### src/rtl/fir_tap_sequencer.sv
// ---------------------------------------------------------------------------
// fir_tap_sequencer
//
// Control sequencer for an FIR datapath built from an addressable shift
// register (ASR) and a multiply-accumulate unit (MAC). For every input
// sample it:
//   1. accepts the sample and pulses the ASR shift enable,
//   2. sweeps the tap and coefficient address over all N_TAPS taps while
//      driving MAC clear (first tap) and accumulate enable,
//   3. waits MAC_LAT cycles for the MAC pipeline to drain,
//   4. presents the finished result until the consumer takes it.
//
// Handshakes: a transfer happens on a rising clk edge where valid and ready
// are both 1. A source holding valid=1 must keep it (and its data) stable
// until that edge. in_ready does not depend on in_valid. out_valid, once
// raised, stays high until the edge where out_ready=1.
//
// Ports
//   clk        rising-edge clock
//   clr        synchronous reset, active high; masks all strobes while high
//   in_valid   sample present on the ASR d bus
//   in_ready   sequencer can accept a sample (IDLE only)
//   asr_en     ASR shift enable; the ASR captures d on this edge
//   asr_add    ASR tap select, 0 = newest sample; holds outside RUN
//   coef_add   coefficient ROM address, always equal to asr_add
//   mac_clr    MAC loads the product instead of accumulating (first tap)
//   mac_en     MAC product/accumulate enable
//   out_valid  MAC output holds a complete result
//   out_ready  consumer takes the result
//   warm       fewer than N_TAPS samples accepted since reset
//   busy       sequencer is not IDLE
//   state_dbg  current FSM state (IDLE=0, RUN=1, WAIT=2, DONE=3)
// ---------------------------------------------------------------------------
module fir_tap_sequencer #(
    parameter int N_TAPS  = 16,
    parameter int MAC_LAT = 1
) (
    input  logic                      clk,
    input  logic                      clr,
    input  logic                      in_valid,
    output logic                      in_ready,
    output logic                      asr_en,
    output logic [$clog2(N_TAPS)-1:0] asr_add,
    output logic [$clog2(N_TAPS)-1:0] coef_add,
    output logic                      mac_clr,
    output logic                      mac_en,
    output logic                      out_valid,
    input  logic                      out_ready,
    output logic                      warm,
    output logic                      busy,
    output logic [1:0]                state_dbg
);

    localparam int AW = $clog2(N_TAPS);
    localparam int FW = $clog2(N_TAPS + 1);

    localparam logic [AW-1:0] TAP_LAST = AW'(N_TAPS - 1);
    localparam logic [FW-1:0] FILL_MAX = FW'(N_TAPS);

    // WAIT is never entered when MAC_LAT is 0, so its terminal value is moot.
    localparam int            LAT_LAST_I = (MAC_LAT > 0) ? MAC_LAT - 1 : 0;
    localparam logic [2:0]    LAT_LAST   = LAT_LAST_I[2:0];

    typedef enum logic [1:0] {
        IDLE = 2'd0,
        RUN  = 2'd1,
        WAIT = 2'd2,
        DONE = 2'd3
    } state_t;

    state_t         state_q, state_d;
    logic [AW-1:0]  tap_q,   tap_d;
    logic [2:0]     lat_q,   lat_d;
    logic [FW-1:0]  fill_q,  fill_d;

    always_ff @(posedge clk) begin
        if (clr) begin
            state_q <= IDLE;
            tap_q   <= '0;
            lat_q   <= '0;
            fill_q  <= '0;
        end else begin
            state_q <= state_d;
            tap_q   <= tap_d;
            lat_q   <= lat_d;
            fill_q  <= fill_d;
        end
    end

    always_comb begin
        state_d   = state_q;
        tap_d     = tap_q;
        lat_d     = lat_q;
        fill_d    = fill_q;
        in_ready  = 1'b0;
        asr_en    = 1'b0;
        mac_en    = 1'b0;
        mac_clr   = 1'b0;
        out_valid = 1'b0;

        case (state_q)
            IDLE: begin
                in_ready = 1'b1;
                asr_en   = in_valid;
                if (in_valid) begin
                    state_d = RUN;
                    tap_d   = '0;
                    if (fill_q != FILL_MAX) begin
                        fill_d = fill_q + 1'b1;
                    end
                end
            end
            RUN: begin
                mac_en  = 1'b1;
                mac_clr = (tap_q == '0);
                // Terminal compare rather than wrap, so non-power-of-2 tap
                // counts never address past N_TAPS-1. tap stays at the last
                // tap so the address bus holds its final value.
                if (tap_q == TAP_LAST) begin
                    lat_d   = '0;
                    state_d = (MAC_LAT == 0) ? DONE : WAIT;
                end else begin
                    tap_d = tap_q + 1'b1;
                end
            end
            WAIT: begin
                if (lat_q == LAT_LAST) begin
                    state_d = DONE;
                end else begin
                    lat_d = lat_q + 1'b1;
                end
            end
            DONE: begin
                out_valid = 1'b1;
                if (out_ready) begin
                    state_d = IDLE;
                end
            end
            default: begin
                state_d = IDLE;
            end
        endcase

        // Reset masks every strobe in the cycle it is applied, whatever the
        // state, so an in-flight sample can never leak a result.
        if (clr) begin
            in_ready  = 1'b0;
            asr_en    = 1'b0;
            mac_en    = 1'b0;
            mac_clr   = 1'b0;
            out_valid = 1'b0;
        end
    end

    assign asr_add   = tap_q;
    assign coef_add  = tap_q;
    assign warm      = (fill_q < FILL_MAX);
    assign busy      = (state_q != IDLE);
    assign state_dbg = state_q;

endmodule

### config.mk
export PLATFORM = sky130hd
export DESIGN_NAME = fir_tap_sequencer
export DESIGN_NICKNAME = d
export VERILOG_FILES = /design/src/rtl/fir_tap_sequencer.sv
export SDC_FILE = /design/constraint.sdc
export NUM_CORES = 1
export LEC_CHECK = 0
export CAP_MARGIN = 20
export CORE_MARGIN = 4
export CORE_UTILIZATION = 49
export CTS_CLUSTER_DIAMETER = 50
export DETAILED_ROUTE_END_ITERATION = 10
export PLACE_DENSITY = 0.82
export SETUP_SLACK_MARGIN = 0.2
export SLEW_MARGIN = 0
export SYNTH_ARGS = -nofsm -noshare
export SYNTH_HDL_FRONTEND = slang
export SYNTH_SLANG_ARGS = --single-unit
### constraint.sdc
create_clock -name clk -period 1.7 [get_ports clk]
set_clock_uncertainty 0.05 [all_clocks]
set_input_delay 0.51 -clock clk [delete_from_list [all_inputs] [get_ports clk]]
set_output_delay 0.51 -clock clk [all_outputs]
set_load 0.02 [all_outputs]
==> results of run 1 <==
[cells by family after synthesis]
group                      Yosys count  share of synthesized area
and+or+nand+nor                     39                      0.215
buffers and inverters               21                      0.113
AOI/OAI and AO/OA                   19                      0.163
DFF                                 14                      0.301
adders and majority gates           11                      0.148
xor gates and xnor gates             3                     0.0282
muxes                                3                     0.0323
[synth_stat cells]
master and number:
dfxtp_1 14, inv_1 13, nor2_1 13, ha_1 11
nand2_1 6, buf_4 5, nand4_1 5, a21oi_1 3
mux2i_1 3, nand2b_1 3, nand3_1 3, and3_1 2
o21a_1 2, o21ai_0 2, o21ai_1 2, o31ai_1 2
xnor2_1 2, a2111o_1 1, a211oi_2 1, a221oi_2 1
a31oi_1 1, a31oi_2 1, a32o_1 1, and2b_1 1
and3b_1 1, buf_6 1, clkbuf_1 1, inv_2 1
nand3_2 1, nand3b_1 1, nor2b_1 1, nor3_1 1
nor4_1 1, o211a_2 1, o221ai_1 1, xor2_1 1
[stage by stage]
| stage | instances | worst slack (ns) | utilization |
|---|---|---|---|
| 2_1_floorplan | 110 | 0.0249 | - |
| 4_1_cts | 190 | -0.146 | 0.930 |
| 3_5_place_dp | 172 | -0.815 | 0.767 |
| 3_3_place_gp | 172 | -0.770 | 0.767 |
[repair_timing]
action                                  in CTS
hold buffers                                 0
buffers inserted                            14
pin swaps                                   12
endpoints found under the setup margin      31
resized for setup                          127
==> key figures, run 1 <==
Place
  • DP Wirelength: 1.96 mm
  • Placed instance area: 1350 µm²
  • Port Buf Inserts: 20
  • Final Wtd Congestion: 0.821

Yosys
  • Post-Synthesis Cell Area: 931 µm²
  • Distinct cells, synth: 36
  • Syn avg cell area: 8.46 µm²
  • Cell taking the most area after synthesis: dfxtp_1
  • Synth area leaders: dfxtp_1, ha_1, inv_1
  • Syn Nets: 125
  • Post-Synthesis Cells: 110
  • Synth top area share: 0.301
  • Synth warnings: 0
  • Number of synthesized register bits: 14
  • Sequential area share after synthesis: 0.301

Timing
  • Post-GRT worst EP: mac_clr
  • Worst EP kind: output port

CTS
  • Clk buf depth: 2
  • CTS H-tree depth: 1
  • Root buffer cell: clkbuf_4
  • TritonCTS Buffers: 3
  • Clock Sinks: 14

Global route
  • Largest net degree at the start of global routing: 9

Status
  • Tool error: [ERROR DPL-0038] Utilization greater than 100%, impossible to legalize
  • Status: aborted with a tool error
  • Stopped at: global routing (5_1_grt)

Floorplan
  • Chip width: 51.6 µm
  • Initial Utilization: 0.528
  • I/O Pins: 21
  • Die H: 51.6 µm
  • FP Rows: 15
==> inputs of run 2 (changes only) <==
Settings changed: CORE_AREA set to 4 4 65 67, CORE_MARGIN 4 to not set, CORE_UTILIZATION 49 to not set, CTS_CLUSTER_DIAMETER 50 to not set, DIE_AREA set to 0 0 69 71, PLACE_DENSITY 0.82 to not set, PLACE_DENSITY_LB_ADDON set to 0.15, SETUP_SLACK_MARGIN 0.2 to not set.
==> run 2 against run 1 <==
Effect of this change:
- the flow now finishes, with violations (negative setup slack)
- synthesized cell count is the same
- synthesized area is the same
==> key figures, run 2 <==
Yosys
  • Post-synth top flop: dfxtp_1
  • Synth top area share: 0.301 (unchanged)
  • Compound-Gate Fraction of Synth Area: 0.163 (unchanged)
  • Adder-cell area share of the yosys netlist: 0.148 (unchanged)
  • Cell taking the most area after synthesis: dfxtp_1
  • Most common cell in the synthesized netlist: dfxtp_1
  • Syn avg cell area: 8.46 µm² (unchanged)
  • Distinct cells, synth: 36 (unchanged)
  • Synth Area in Simple Gates: 0.215 (unchanged)
  • Post-Synthesis Cells: 110 (unchanged)
  • Post-synth ARST share: 0 (unchanged)
  • Synth Area in XOR/XNOR: 0.0282 (unchanged)
  • Post-synth EDFFs: 0 (unchanged)
  • Number of synthesized register bits: 14 (unchanged)
  • Post-Synthesis Cell Area: 931 µm² (unchanged)
  • Synth area leaders: dfxtp_1, ha_1, inv_1
  • Syn Nets: 125 (unchanged)
  • Multiplexer share of the synthesized area: 0.0323 (unchanged)
  • Largest family of logic cells by synthesized area: simple AND/OR/NAND/NOR gates
  • Synth top cells by count: dfxtp_1, inv_1, nor2_1, ha_1, nand2_1
  • Sequential area share after synthesis: 0.301 (unchanged)
  • Synth warnings: 0 (unchanged)

Drt
  • Vias: 900
  • Routed length per instance: 11.0 µm
  • Drt drc: 0
  • Initial drt markers: 18
  • Via/cell ratio: 4.41
  • Total wire length: 2.25 mm
  • Drt first pass iters: 4
  • DRT antenna net count: 0

Finish
  • Fill cells: 386
  • Most frequent cells in the layout: buf_4, dfxtp_1, dlygate4sd2_1, buf_6
  • Synthesis-to-finish area growth: 62.9%
  • Register Area: 288 µm²
  • Largest register FFs: 5
  • Post-Layout Cell Count: 204
  • Reg with most FFs: fill_q
  • Area of the multi-input gates: 637 µm²
  • Most common cell after layout, fill and taps aside: buf_4
  • N_diodes: 0
  • Layout cell share with drive strength beyond 1: 0.410
  • NumNets Final: 172

Timing
  • Unrepaired setup endpoints after global routing: yes
  • Worst-Margin Slew: 0.338 ns
  • Tcrit/Tclk final: 1.06
  • Achievable Freq: 0.556 GHz
  • Final Setup Violations: 5
  • Slew Limit Headroom: 0.775
  • Final worst slack: -0.0978 ns
  • Final Hold Viols: 0
  • Final Max Slew Viols: 0
  • Minimum clock period: 1.80 ns

Worst hold path
  • Hold WC Path Type: flip-flop to flip-flop

CTS
  • Clock latency on the worst-skew pair: 0.24 ns
  • Hold-fix buffers, CTS: 0 (unchanged)
  • CTS H-tree depth: 1 (unchanged)
  • TritonCTS Buffers: 3 (unchanged)
  • Clock Sinks: 14 (unchanged)
  • Root buffer cell: clkbuf_8
  • Reg clk slew, reported paths: 0.06 ns
  • Clk buf depth: 2 (unchanged)
  • CTS tree: built

Place
  • Dpl cells: 194 (+13%)
  • DP Wirelength: 1.74 mm (-11%)
  • Port Buf Inserts: 20 (unchanged)
  • Final Wtd Congestion: 0.749 (-8.7%)
  • Pre-CTS setup slack: -0.782 ns (+0.0325 ns)

Floorplan
  • Chip width: 69 µm (+34%)
  • FP Rows: 22 (+7)
  • Die H: 71 µm (+38%)
  • CORE AREA: 3630 µm²
  • I/O Pins: 21 (unchanged)
  • Die area: 4900 µm²
  • Initial Utilization: 0.256 (-0.271)

Setup path
  • CP Class: flip-flop to output port
  • Critical Path RT: 1.14 ns
  • Crit path largest cell delay: 0.35 ns
  • Crit-path cells: clkinv_4 > ha_4 > inv_4 > nor2_4 > and3_4 > buf_6
  • Worst Path Max Fanout: 3
  • CP max-delay cell: dfxtp_4
  • Setup crit start kind: flip-flop
  • CP endpoint kind: output port
  • Worst EP arrival: 1.24 ns

Global route
  • Vias in the first global route: 932
  • Initial antenna violation count: 0
  • Congestion Overflow GR: 0
  • Largest net degree at the start of global routing: 12
  • Tot GR Track Use: 0.0990
  • First-pass GRT wire length: 3.96 mm

Power
  • Power per Cell Area: 1310 nW/µm²
  • Leakage: 0.663 nW
  • Max rail drop VDD: 0.786 mV

Status
  • Status: finished with violations
  • Violated checks: negative setup slack

Run
  • Maxcap violations: 0
run 2: worst max-delay path, delay by kind of cell (launching register included):
| kind | cells | cell delay, ns |
|---|---|---|
| flops | 1 | 0.35 |
| simple gates | 2 | 0.31 |
| buf+inv | 3 | 0.20 |
| fa+ha+maj | 1 | 0.14 |
run 2: cells by family after synthesis:
family                     Yosys count
and+or+nand+nor                     39
AOI/OAI and AO/OA                   19
xor gates and xnor gates             3
muxes                                3
buffers and inverters               21
DFF                                 14
adders and majority gates           11
run 2: area by class of cell:
type,instances,share of cell area
well taps,48,0.0396
inverters,14,0.0396
flip-flops and latches,14,0.190
clock buffers,4,0.0297
multi-input cells,75,0.420
repair buffers,49,0.281
run 2: path summary, 6_finish.rpt:
| check | depth (start not counted) | slack [ns] | from | to |
|---|---|---|---|---|
| max | 6 | -0.1 | state_dbg[1]$_SDFFE_PP0P_ | mac_clr |
| min | 2 | 0.45 | lat_q[1]$_SDFFE_PP0P_ | lat_q[1]$_SDFFE_PP0P_ |
| max reg2reg | 8 | 0.08 | state_dbg[1]$_SDFFE_PP0P_ | asr_add[3]$_SDFFE_PP0P_ |
| min reg2reg | 2 | 0.45 | lat_q[1]$_SDFFE_PP0P_ | lat_q[1]$_SDFFE_PP0P_ |
run 2: per-layer routing:
| metal | wire length (µm) | up-vias | GRT usage |
|---|---|---|---|
| li1 | - | 469 | - |
| met1 | 997 | 413 | 0.120 |
| met2 | 1130 | 16 | 0.172 |
| met3 | 111 | 2 | 0.0199 |
| met4 | 16 | 0 | 0.0390 |
| met5 | 0 | - | 0 |
run 2: report_power, final:
group / total (mW) / internal (mW) / switching, mW
Clock: 0.286 / 0.166 / 0.121
Sequential: 0.436 / 0.388 / 0.0482
Combinational: 1.27 / 0.669 / 0.600
run 2: stage by stage:
step	power (mW)	utilization	TNS [ns]	hold WS, ns	instance area (µm²)
after global placement	1.46	0.371	-6.12	0.437	1350
after global routing	2.16	0.417	-0.569	0.486	1520
final	1.99	0.417	-0.198	0.449	1520
after floorplan	1.05	-	-0.00326	0.414	970
after detailed placement	1.48	0.371	-6.27	0.442	1350
after CTS	1.86	0.395	-0.161	0.451	1440
run 2: what timing repair did:
action,4_1_cts,5_1_grt
endpoints found under the setup margin,22,7
resized for setup,61,15
buffers inserted,3,3
pin swaps,3,7
(Power assumes the default switching activity.)
==> inputs of run 3 (changes only) <==
Settings changed: HOLD_SLACK_MARGIN set to 0.15, SLEW_MARGIN 0 to 20.
==> results of run 3 <==
Final layout, timing and power as in run 2 (identical DEF).
